### config.mk
export PLATFORM = sky130hd
export DESIGN_NAME = uart_boot_loader
export DESIGN_NICKNAME = d
export VERILOG_FILES = /design/src/rtl/uart_boot_loader.sv
export SDC_FILE = /design/constraint.sdc
export NUM_CORES = 1
export LEC_CHECK = 0
export CORE_MARGIN = 3
export CORE_UTILIZATION = 51
export CTS_CLUSTER_DIAMETER = 50
export DETAILED_ROUTE_END_ITERATION = 7
export PLACE_DENSITY = 0.74
export SLEW_MARGIN = 20
export SYNTH_ARGS = -nofsm -noshare
export SYNTH_HDL_FRONTEND = slang
export SYNTH_SLANG_ARGS = --single-unit
### constraint.sdc
create_clock -name clock -period 1.9 [get_ports clock]
set_input_delay 0.38 -clock clock [delete_from_list [all_inputs] [get_ports clock]]
set_output_delay 0.38 -clock clock [all_outputs]
set_load 0.01 [all_outputs]
### src/rtl/uart_boot_loader.sv
// Boot loader behind the UART receiver: parses a framed image, writes 32-bit words
// into instruction/data memory and holds the CPU in reset until the image is good.
module uart_boot_loader #(
  parameter int         ADDR_WIDTH = 10,
  parameter int         BASE_ADDR  = 0,
  parameter logic [7:0] SYNC_BYTE  = 8'hA5,
  parameter int         TIMEOUT    = 5000000,
  parameter bit         AUTO_START = 1'b1
) (
  input  logic                  clock,
  input  logic                  reset,
  input  logic                  rx_valid,
  input  logic [7:0]            rx_data,
  input  logic                  start,
  output logic                  mem_we,
  output logic [ADDR_WIDTH-1:0] mem_addr,
  output logic [31:0]           mem_wdata,
  output logic                  cpu_hold,
  output logic                  busy,
  output logic                  done,
  output logic                  error,
  output logic [1:0]            error_code
);

  // state  | meaning
  // IDLE   | disarmed, waiting for start
  // SYNC   | armed, discarding bytes until the sync marker
  // LEN_LO | expecting word count low byte
  // LEN_HI | expecting word count high byte, range check
  // DATA   | assembling little-endian words and writing them
  // CHECK  | expecting checksum byte
  // DONE   | image loaded, CPU released
  // ERROR  | frame aborted, CPU still held
  typedef enum logic [2:0] {IDLE, SYNC, LEN_LO, LEN_HI, DATA, CHECK, DONE, ERROR} state_t;

  localparam state_t                  RESET_STATE = AUTO_START ? SYNC : IDLE;
  localparam logic [ADDR_WIDTH-1:0]   BASE        = ADDR_WIDTH'(BASE_ADDR);
  localparam logic [63:0]             MAX_WORDS   = 64'd1 << ADDR_WIDTH;
  localparam int                      TW          = (TIMEOUT > 2) ? $clog2(TIMEOUT) : 1;
  localparam logic [TW-1:0]           TO_LAST     = TW'(TIMEOUT - 1);

  state_t                  state, state_next;
  logic                    mem_we_next;
  logic [ADDR_WIDTH-1:0]   mem_addr_next;
  logic [31:0]             mem_wdata_next;
  logic                    cpu_hold_next, done_next, error_next;
  logic [1:0]              error_code_next;
  logic [7:0]              checksum, checksum_next;
  logic [1:0]              byte_idx, byte_idx_next;
  logic [15:0]             words_left, words_left_next;
  logic [TW-1:0]           timeout_cnt, timeout_next;
  logic [7:0]              len_lo, len_lo_next;
  logic [31:0]             word_buf, word_buf_next;
  logic [15:0]             new_len;
  logic                    timed, expired;

  assign busy    = (state == SYNC) || (state == LEN_LO) || (state == LEN_HI) ||
                   (state == DATA) || (state == CHECK);
  assign timed   = (state == LEN_LO) || (state == LEN_HI) || (state == DATA) || (state == CHECK);
  assign expired = (timeout_cnt == TO_LAST);
  assign new_len = {rx_data, len_lo};

  always_comb begin
    state_next      = state;
    mem_we_next     = 1'b0;
    mem_addr_next   = mem_addr;
    mem_wdata_next  = mem_wdata;
    cpu_hold_next   = cpu_hold;
    done_next       = done;
    error_next      = error;
    error_code_next = error_code;
    checksum_next   = checksum;
    byte_idx_next   = byte_idx;
    words_left_next = words_left;
    timeout_next    = '0;
    len_lo_next     = len_lo;
    word_buf_next   = word_buf;

    // address advances in the cycle after each write strobe
    if (mem_we) mem_addr_next = mem_addr + ADDR_WIDTH'(1);

    if (timed && !rx_valid) begin
      timeout_next = timeout_cnt + TW'(1);
      if (expired) begin
        state_next      = ERROR;
        error_next      = 1'b1;
        error_code_next = 2'd1;
      end
    end

    unique case (state)
      IDLE, DONE, ERROR: begin
        if (start) begin
          state_next      = SYNC;
          done_next       = 1'b0;
          error_next      = 1'b0;
          error_code_next = 2'd0;
          checksum_next   = 8'd0;
          byte_idx_next   = 2'd0;
          cpu_hold_next   = 1'b1;
          mem_addr_next   = BASE;
        end
      end
      SYNC: begin
        if (rx_valid && rx_data == SYNC_BYTE) state_next = LEN_LO;
      end
      LEN_LO: begin
        if (rx_valid) begin
          len_lo_next = rx_data;
          state_next  = LEN_HI;
        end
      end
      LEN_HI: begin
        if (rx_valid) begin
          words_left_next = new_len;
          byte_idx_next   = 2'd0;
          if (64'(new_len) > MAX_WORDS) begin
            state_next      = ERROR;
            error_next      = 1'b1;
            error_code_next = 2'd2;
          end else if (new_len == 16'd0) begin
            state_next = CHECK;
          end else begin
            state_next = DATA;
          end
        end
      end
      DATA: begin
        if (rx_valid) begin
          word_buf_next[{byte_idx, 3'b000} +: 8] = rx_data;
          checksum_next = checksum + rx_data;
          byte_idx_next = byte_idx + 2'd1;
          if (byte_idx == 2'd3) begin
            mem_we_next     = 1'b1;
            mem_wdata_next  = {rx_data, word_buf[23:0]};
            words_left_next = words_left - 16'd1;
            if (words_left == 16'd1) state_next = CHECK;
          end
        end
      end
      CHECK: begin
        if (rx_valid) begin
          if (rx_data == checksum) begin
            state_next    = DONE;
            done_next     = 1'b1;
            cpu_hold_next = 1'b0;
          end else begin
            state_next      = ERROR;
            error_next      = 1'b1;
            error_code_next = 2'd3;
          end
        end
      end
      default: state_next = RESET_STATE;
    endcase
  end

  always_ff @(posedge clock) begin
    if (reset) begin
      state       <= RESET_STATE;
      mem_we      <= 1'b0;
      mem_addr    <= BASE;
      mem_wdata   <= 32'd0;
      cpu_hold    <= AUTO_START;
      done        <= 1'b0;
      error       <= 1'b0;
      error_code  <= 2'd0;
      checksum    <= 8'd0;
      byte_idx    <= 2'd0;
      words_left  <= 16'd0;
      timeout_cnt <= '0;
      len_lo      <= 8'd0;
      word_buf    <= 32'd0;
    end else begin
      state       <= state_next;
      mem_we      <= mem_we_next;
      mem_addr    <= mem_addr_next;
      mem_wdata   <= mem_wdata_next;
      cpu_hold    <= cpu_hold_next;
      done        <= done_next;
      error       <= error_next;
      error_code  <= error_code_next;
      checksum    <= checksum_next;
      byte_idx    <= byte_idx_next;
      words_left  <= words_left_next;
      timeout_cnt <= timeout_next;
      len_lo      <= len_lo_next;
      word_buf    <= word_buf_next;
    end
  end

endmodule

==> results_dict.tcl, run 1 <==
set metrics [dict create \
    yosysTopAreaCellShare_pct 43.0 \
    fin_crit_ns 1.83 \
    die_width_um 116 \
    cts_tree "built" \
    place_congestion 0.908 \
    post-route-period-util_pct 96.5 \
    core_um2 11600 \
    firstDrtPassIters 8 \
    critPathMaxFanout 11 \
    h-tree-depth 4 \
    path_cells "and2_1 > nor2_2 > dlygate4sd2_1" \
    cts_made_buffers 17 \
    slew_viol_final 0 \
    rows 39 \
    port_buffers 60 \
    critPathSlowestCell "dfxtp_2" \
    status "finished clean" \
    synth_most_common_cell "nand2_1" \
    synth_edf_count 0 \
    synthFlopType "dfxtp_1" \
    synth.area.top_cells "dfxtp_1 43%, nand2_1 9.2%, a21oi_1 7.5%, nor2_1 4.4%, nand3_1 3.6%" \
    grt_max_degree 50 \
    wire_per_inst_um 15.9 \
    dieArea_um2 13400 \
    vdd_drop_max_mv 0.594 \
    netlist_top_cells_count "151 x nand2_1, 132 x dfxtp_1, 92 x a21oi_1, 72 x nor2_1, 44 x nand3_1" \
    reg2reg_from "checksum[2]" \
    finClkSkew_ns 0.00789 \
    grt_pass1_wl_mm 27.1 \
    diodes 0 \
    end_kind "primary output" \
    maxCapViolCount 0 \
    vias 5977 \
    hold_viol 0 \
    clkLatencyLatePin_ns 0.42 \
    fp.dieH_um 116 \
    cp-start-kind "flip-flop" \
    ys_async_sr_fraction_pct 0 \
    initial_core_util_pct 52.9 \
    layout-area-overhead-vs-synth_pct 31.1 \
    setup_viol 0 \
    post_cts_buffers 0 \
    root_buffer "clkbuf_16" \
    hold_start "reset" \
    overflow 0 \
    wirelength_mm 16.4 \
    clockBufferDepth 2 \
    reg2reg_to "checksum[7]" \
    grt_pass1_vias 5752 \
    dp.cells 999 \
    drcViolationCount 0 \
    ant_nets 0 \
    first_iter_violations 516 \
    avgViaCountPerCell 5.80 \
    worst_pin_slew_ns 0.595 \
    rsz0062_at_grt "true" \
    p_leak_nw 2.88 \
    cp_data_required_time_ns 1.52 \
    synthesis.nets 800 \
    rrSetupSlack_ns 0.09 \
    drive_above_1_share_pct 16.8 \
    yosys_warnings 0 \
    grt_util_all_layers_pct 25.4 \
    power.internal_mw 4.69 \
    post-route-util_pct 69.3 \
    fmax_mhz 545 \
    cts.sinks 132 \
    synth_largest_area_cell "dfxtp_1" \
    netlist_instances 771 \
    synth.distinct_cells 67 \
    layout.cells.non_filler 1031 \
    cp.arrival_ns 1.45 \
    design.final.nets 904 \
    power_switching_share_pct 22.4 \
    synth_area_um2 6140 \
    syn_avg_cell_area_um2 7.96 \
    rr_worst_depth 7 \
    p_seq_share_pct 45.8 \
    min_to "checksum[4]" \
    worstHoldPathCells 2 \
    p_per_area_nw_per_um2 751 \
    clk_pin_slew_ns 0.06 \
    p_switching_mw 1.36 \
    p_clk_share_pct 50.3 \
    ys_seq_area_share_pct 43.0 \
    min_path_type "primary input to flip-flop" \
    pin_count 61 \
    max_stage_delay_ns 0.38 \
    dp_hpwl_mm 11.3 \
    num-fill-cells 965 \
    synth_seq_cells 132 \
    critPathKind "flip-flop to primary output" \
    relSlewSlack_pct 59.9 \
    combPwrFrac_pct 3.9 \
    antenna_found_initial 0 \
]
==> cell usage in the layout, fill, tap and decap left out, drive strengths merged, types with 7 or more instances in the layout <==
cell	n
nand2	151
inv	13
clkbuf	20
nand4	13
nor3	10
clkdlybuf4s50	52
nor4	10
a22oi	7
xor2	23
nor2	73
buf	77
xnor2	13
a21oi	92
ha	16
and3	14
o21ai	21
nand3	45
dfxtp	132
==> logic make-up after synthesis <==
logic type	after synthesis	share of synthesized area, %
AND/OR/NAND/NOR	356	27.3
AO/OA/AOI/OAI	164	16.1
flip-flops	132	43.0
buffers and inverters	64	4.48
XOR/XNOR	36	5.13
adder cells (fa/ha/maj)	17	3.59
multiplexers	2	0.326
==> through the flow <==
stage	cell area [um2]	power (mW)	TNS (ns)	hold WS, ns	setup slack, ns
global placement	7300	3.03	-19.19	0.441	-0.545
detailed placement	7300	3.04	-22.29	0.446	-0.540
floorplan	6140	2.94	0	0.430	0.0752
finish	8050	6.05	0	0.313	0.0662
CTS	7870	6.07	-0.0288	0.297	-0.0190
global route	8050	6.25	-0.0141	0.329	-0.0141
==> what timing repair did <==
| action | in CTS | in global routing |
|---|---|---|
| setup endpoints to repair | 8 | 24 |
| pin swaps | 4 | 15 |
| hold buffers | 0 | 0 |
| resized for setup | 9 | 38 |
==> metal layers <==
layer	vias up	wire, um	track usage, %	part of all wire [%]
li1	2904	-	-	-
met1	2840	7130	31.6	43
met2	196	8010	42.6	49
met3	37	973	7.31	5.9
met4	0	327	8.35	2.0
met5	-	0	0	0
==> registers in the layout, indices dropped and copies added (netlist names) <==
register / flops
mem_wdata: 32
done: 1
byte_idx: 2
mem_we: 1
checksum: 8
mem_addr: 10
error: 1
state: 3
len_lo: 8
words_left: 16
error_code: 2
timeout_cnt: 23
word_buf: 24
cpu_hold: 1
==> worst max path at each step <==
stage               slack [ns]           to        start
finish                    0.07         busy     state[2]
global route             -0.01  checksum[7]  checksum[2]
CTS                      -0.02  checksum[7]   rx_data[2]
detailed placement       -0.54  checksum[6]   rx_data[1]
global placement         -0.54     state[0]   rx_data[6]
floorplan                 0.08     state[0]   rx_data[2]
==> cell type report <==
cell class / count / area [um2] / share of cell area [%]
flip-flops and latches: 132 / 2650 / 32.9
multi-input cells: 575 / 3390 / 42.1
clock inverters: 12 / 109 / 1.35
well taps: 143 / 179 / 2.22
clock buffers: 20 / 447 / 5.55
inverters: 13 / 48.8 / 0.606
repair buffers: 136 / 1230 / 15.3
==> power groups by stage <==
| stage | clock network, mW | registers, mW | logic (mW) |
|---|---|---|---|
| floorplan | 0 | 2.83 | 0.107 |
| global placement | 0 | 2.83 | 0.202 |
| detailed placement | 0 | 2.83 | 0.207 |
| CTS | 3.09 | 2.77 | 0.209 |
| global route | 3.24 | 2.77 | 0.250 |
| finish | 3.04 | 2.77 | 0.235 |
==> critical path: cells and delay by family, from the launching register on <==
family                 cells  cell delay (ns)
flip-flops                 1             0.38
AND/OR/NAND/NOR            2             0.35
buffers and inverters      1             0.29
Note: power is estimated with default switching activity, not from simulation.
==> run 2, diff against run 1 <==
--- a/config.mk
+++ b/config.mk
@@ -6,10 +6,10 @@
 export NUM_CORES = 1
 export LEC_CHECK = 0
 export CORE_MARGIN = 3
-export CORE_UTILIZATION = 51
+export CORE_UTILIZATION = 55
 export CTS_CLUSTER_DIAMETER = 50
 export DETAILED_ROUTE_END_ITERATION = 7
-export PLACE_DENSITY = 0.74
+export PLACE_DENSITY = 0.76
 export SLEW_MARGIN = 20
 export SYNTH_ARGS = -nofsm -noshare
 export SYNTH_HDL_FRONTEND = slang
==> constraint.sdc (replaced) <==
create_clock -name clock -period 1.8 [get_ports clock]
set_input_delay 0.36 -clock clock [delete_from_list [all_inputs] [get_ports clock]]
set_output_delay 0.36 -clock clock [all_outputs]
set_load 0.01 [all_outputs]
==> run 2 against run 1 <==
The run now ends with negative setup slack left. Clock power is 19% higher. Worst setup slack worse by 0.071 ns. Cell count increased by 0.97%. Via count grew 3.2%. Global-route usage rose by 2.1 points. Critical endpoint is now state[0]. Largest cell class unchanged. Highest routed layer unchanged.
==> results_dict.tcl, run 2 (synthesis gave the netlist of run 1 again) <==
set metrics [dict create \
    slew_viol_final 0 \
    maxCapViolCount 0 \
    fmax_mhz 554 \
    pin_count 61 \
    final_common_cell "nand2_1" \
    worstHoldPathCells 2 \
    cts_made_buffers 17 \
    placed_cell_area_um2 7380 \
    fin_crit_ns 1.80 \
    setup_viol 1 \
    holdWs_ns 0.204 \
    reg2reg_to "error_code[0]" \
    largest_reg_flops 32 \
    grt_pass1_vias 5870 \
    firstDrtPassIters 5 \
    busiest_layer "met2" \
    hold_buffers 0 \
    violations "negative setup slack" \
    min_path_type "primary input to flip-flop" \
    wirelength_mm 17.5 \
    worst_pin_slew_ns 0.596 \
    setup.worst_path.start "rx_data[0]" \
    max_stage_delay_ns 0.49 \
    p_per_area_nw_per_um2 821 \
    drcViolationCount 0 \
    port_buffers 60 \
    cts_tree "built" \
    rows 37 \
    layout-area-overhead-vs-synth_pct 34.7 \
    path_delay_family "compound AO/OA/AOI/OAI gates" \
    cp.arrival_ns 2.21 \
    clkLatencyLatePin_ns 0.53 \
    antenna_found_initial 0 \
    first_iter_violations 657 \
    cp-start-kind "primary input" \
    wire_per_inst_um 16.8 \
    h-tree-depth 4 \
    use_met2_pct 45.1 \
    diodes 0 \
    dieArea_um2 12500 \
    path_cells "clkdlybuf4s50_1 > buf_4 > nor4_2 > a31o_2 > a32oi_1 > a2111oi_2 > a21oi_1" \
    initial_core_util_pct 57.9 \
    avgViaCountPerCell 5.92 \
    use_met3_pct 7.23 \
    drive_above_1_share_pct 20.4 \
    min_to "done" \
    finClkSkew_ns 0.00843 \
    use_met1_pct 35.1 \
    grt_pass1_wl_mm 28.3 \
    clockBufferDepth 2 \
    hold_viol 0 \
    clk_pin_slew_ns 0.06 \
    post-route-period-util_pct 100 \
    rrSetupSlack_ns 0.01 \
    cts.sinks 132 \
    vias 6166 \
    p_leak_nw 3.44 \
    dp_hpwl_mm 11.8 \
    num-fill-cells 747 \
    hold_start "reset" \
    relSlewSlack_pct 59.8 \
    top_register "mem_wdata" \
    rr_worst_depth 6 \
    reg2reg_from "timeout_cnt[0]" \
    reg.largest.list "mem_wdata (32), word_buf (24), timeout_cnt (23)" \
    fin_ws_ns -0.00452 \
    cp_num_buf_inv 2 \
    fp.dieH_um 112 \
    critPathSlowestCell "clkdlybuf4s50_1" \
    place_congestion 0.904 \
    vdd_drop_max_mv 1.01 \
    critPathMaxFanout 2 \
    root_buffer "clkbuf_8" \
    overflow 0 \
    finalInstanceArea_um2 8270 \
    critPathKind "primary input to flip-flop" \
    die_width_um 112 \
    grt_util_all_layers_pct 27.5 \
    rsz0062_at_grt "true" \
    tns_ns -0.00452 \
    grt_max_degree 47 \
    layout_common_cells "148 x nand2_1, 121 x dfxtp_1, 89 x a21oi_1" \
    design.final.nets 921 \
    end_kind "flip-flop" \
    ant_nets 0 \
    cp_data_required_time_ns 2.20 \
    core_um2 10600 \
    status "finished, violations left" \
]
[run 2: worst max path at each step]
stage          depth (start not counted)          end
2_1_floorplan                          6     state[0]
3_3_place_gp                           7     state[0]
3_5_place_dp                           7  checksum[7]
4_1_cts                                3         busy
5_1_grt                                7     state[0]
6_report                               7     state[0]
[run 2: report_power, final]
part | internal, mW | switching [mW]
Clock | 2.33 | 1.30
Combinational | 0.0987 | 0.146
Sequential | 2.92 | 0.00111
Total | 5.34 | 1.44
[run 2: timing repair]
item | 4_1_cts | 5_1_grt
resized for setup | 35 | 61
setup buffers | 1 | 4
cloned | 0 | 1
pin swaps | 4 | 14
endpoints found under the setup margin | 35 | 68
[run 2: worst reg2reg max path, delay by kind of cell (launching register included)]
family	cells	cell delay, ns
adders and majority gates	1	0.18
AOI/OAI and AO/OA	2	0.37
DFF	1	0.34
and+or+nand+nor	3	0.82
[run 2: final cells by class]
class	count	area (um2)	area share (%)
clock buffer	20	445	5.38
clock inverter	12	178	2.15
tap	136	170	2.06
inverter	13	48.8	0.590
sequential	132	2660	32.2
timing repair buffer	153	1370	16.6
multi-input combinational	575	3400	41.1
[run 2: per-stage QoR]
step                power (mW)  setup WS, ns  cells  util [%]
floorplan                 3.10        0.0290    771         -
global placement          3.21        -0.589   1003      69.6
detailed placement        3.21        -0.677   1003      69.6
CTS                       6.81       -0.0457   1036      75.9
global route              6.97        -0.113   1041      78.0
finish                    6.79      -0.00452   1041      78.0
[run 2: routing by layer]
metal / vias up / routed length [um]
li1: 2931 / -
met1: 2922 / 7340
met2: 264 / 8600
met3: 49 / 1240
met4: 0 / 366
met5: - / 0
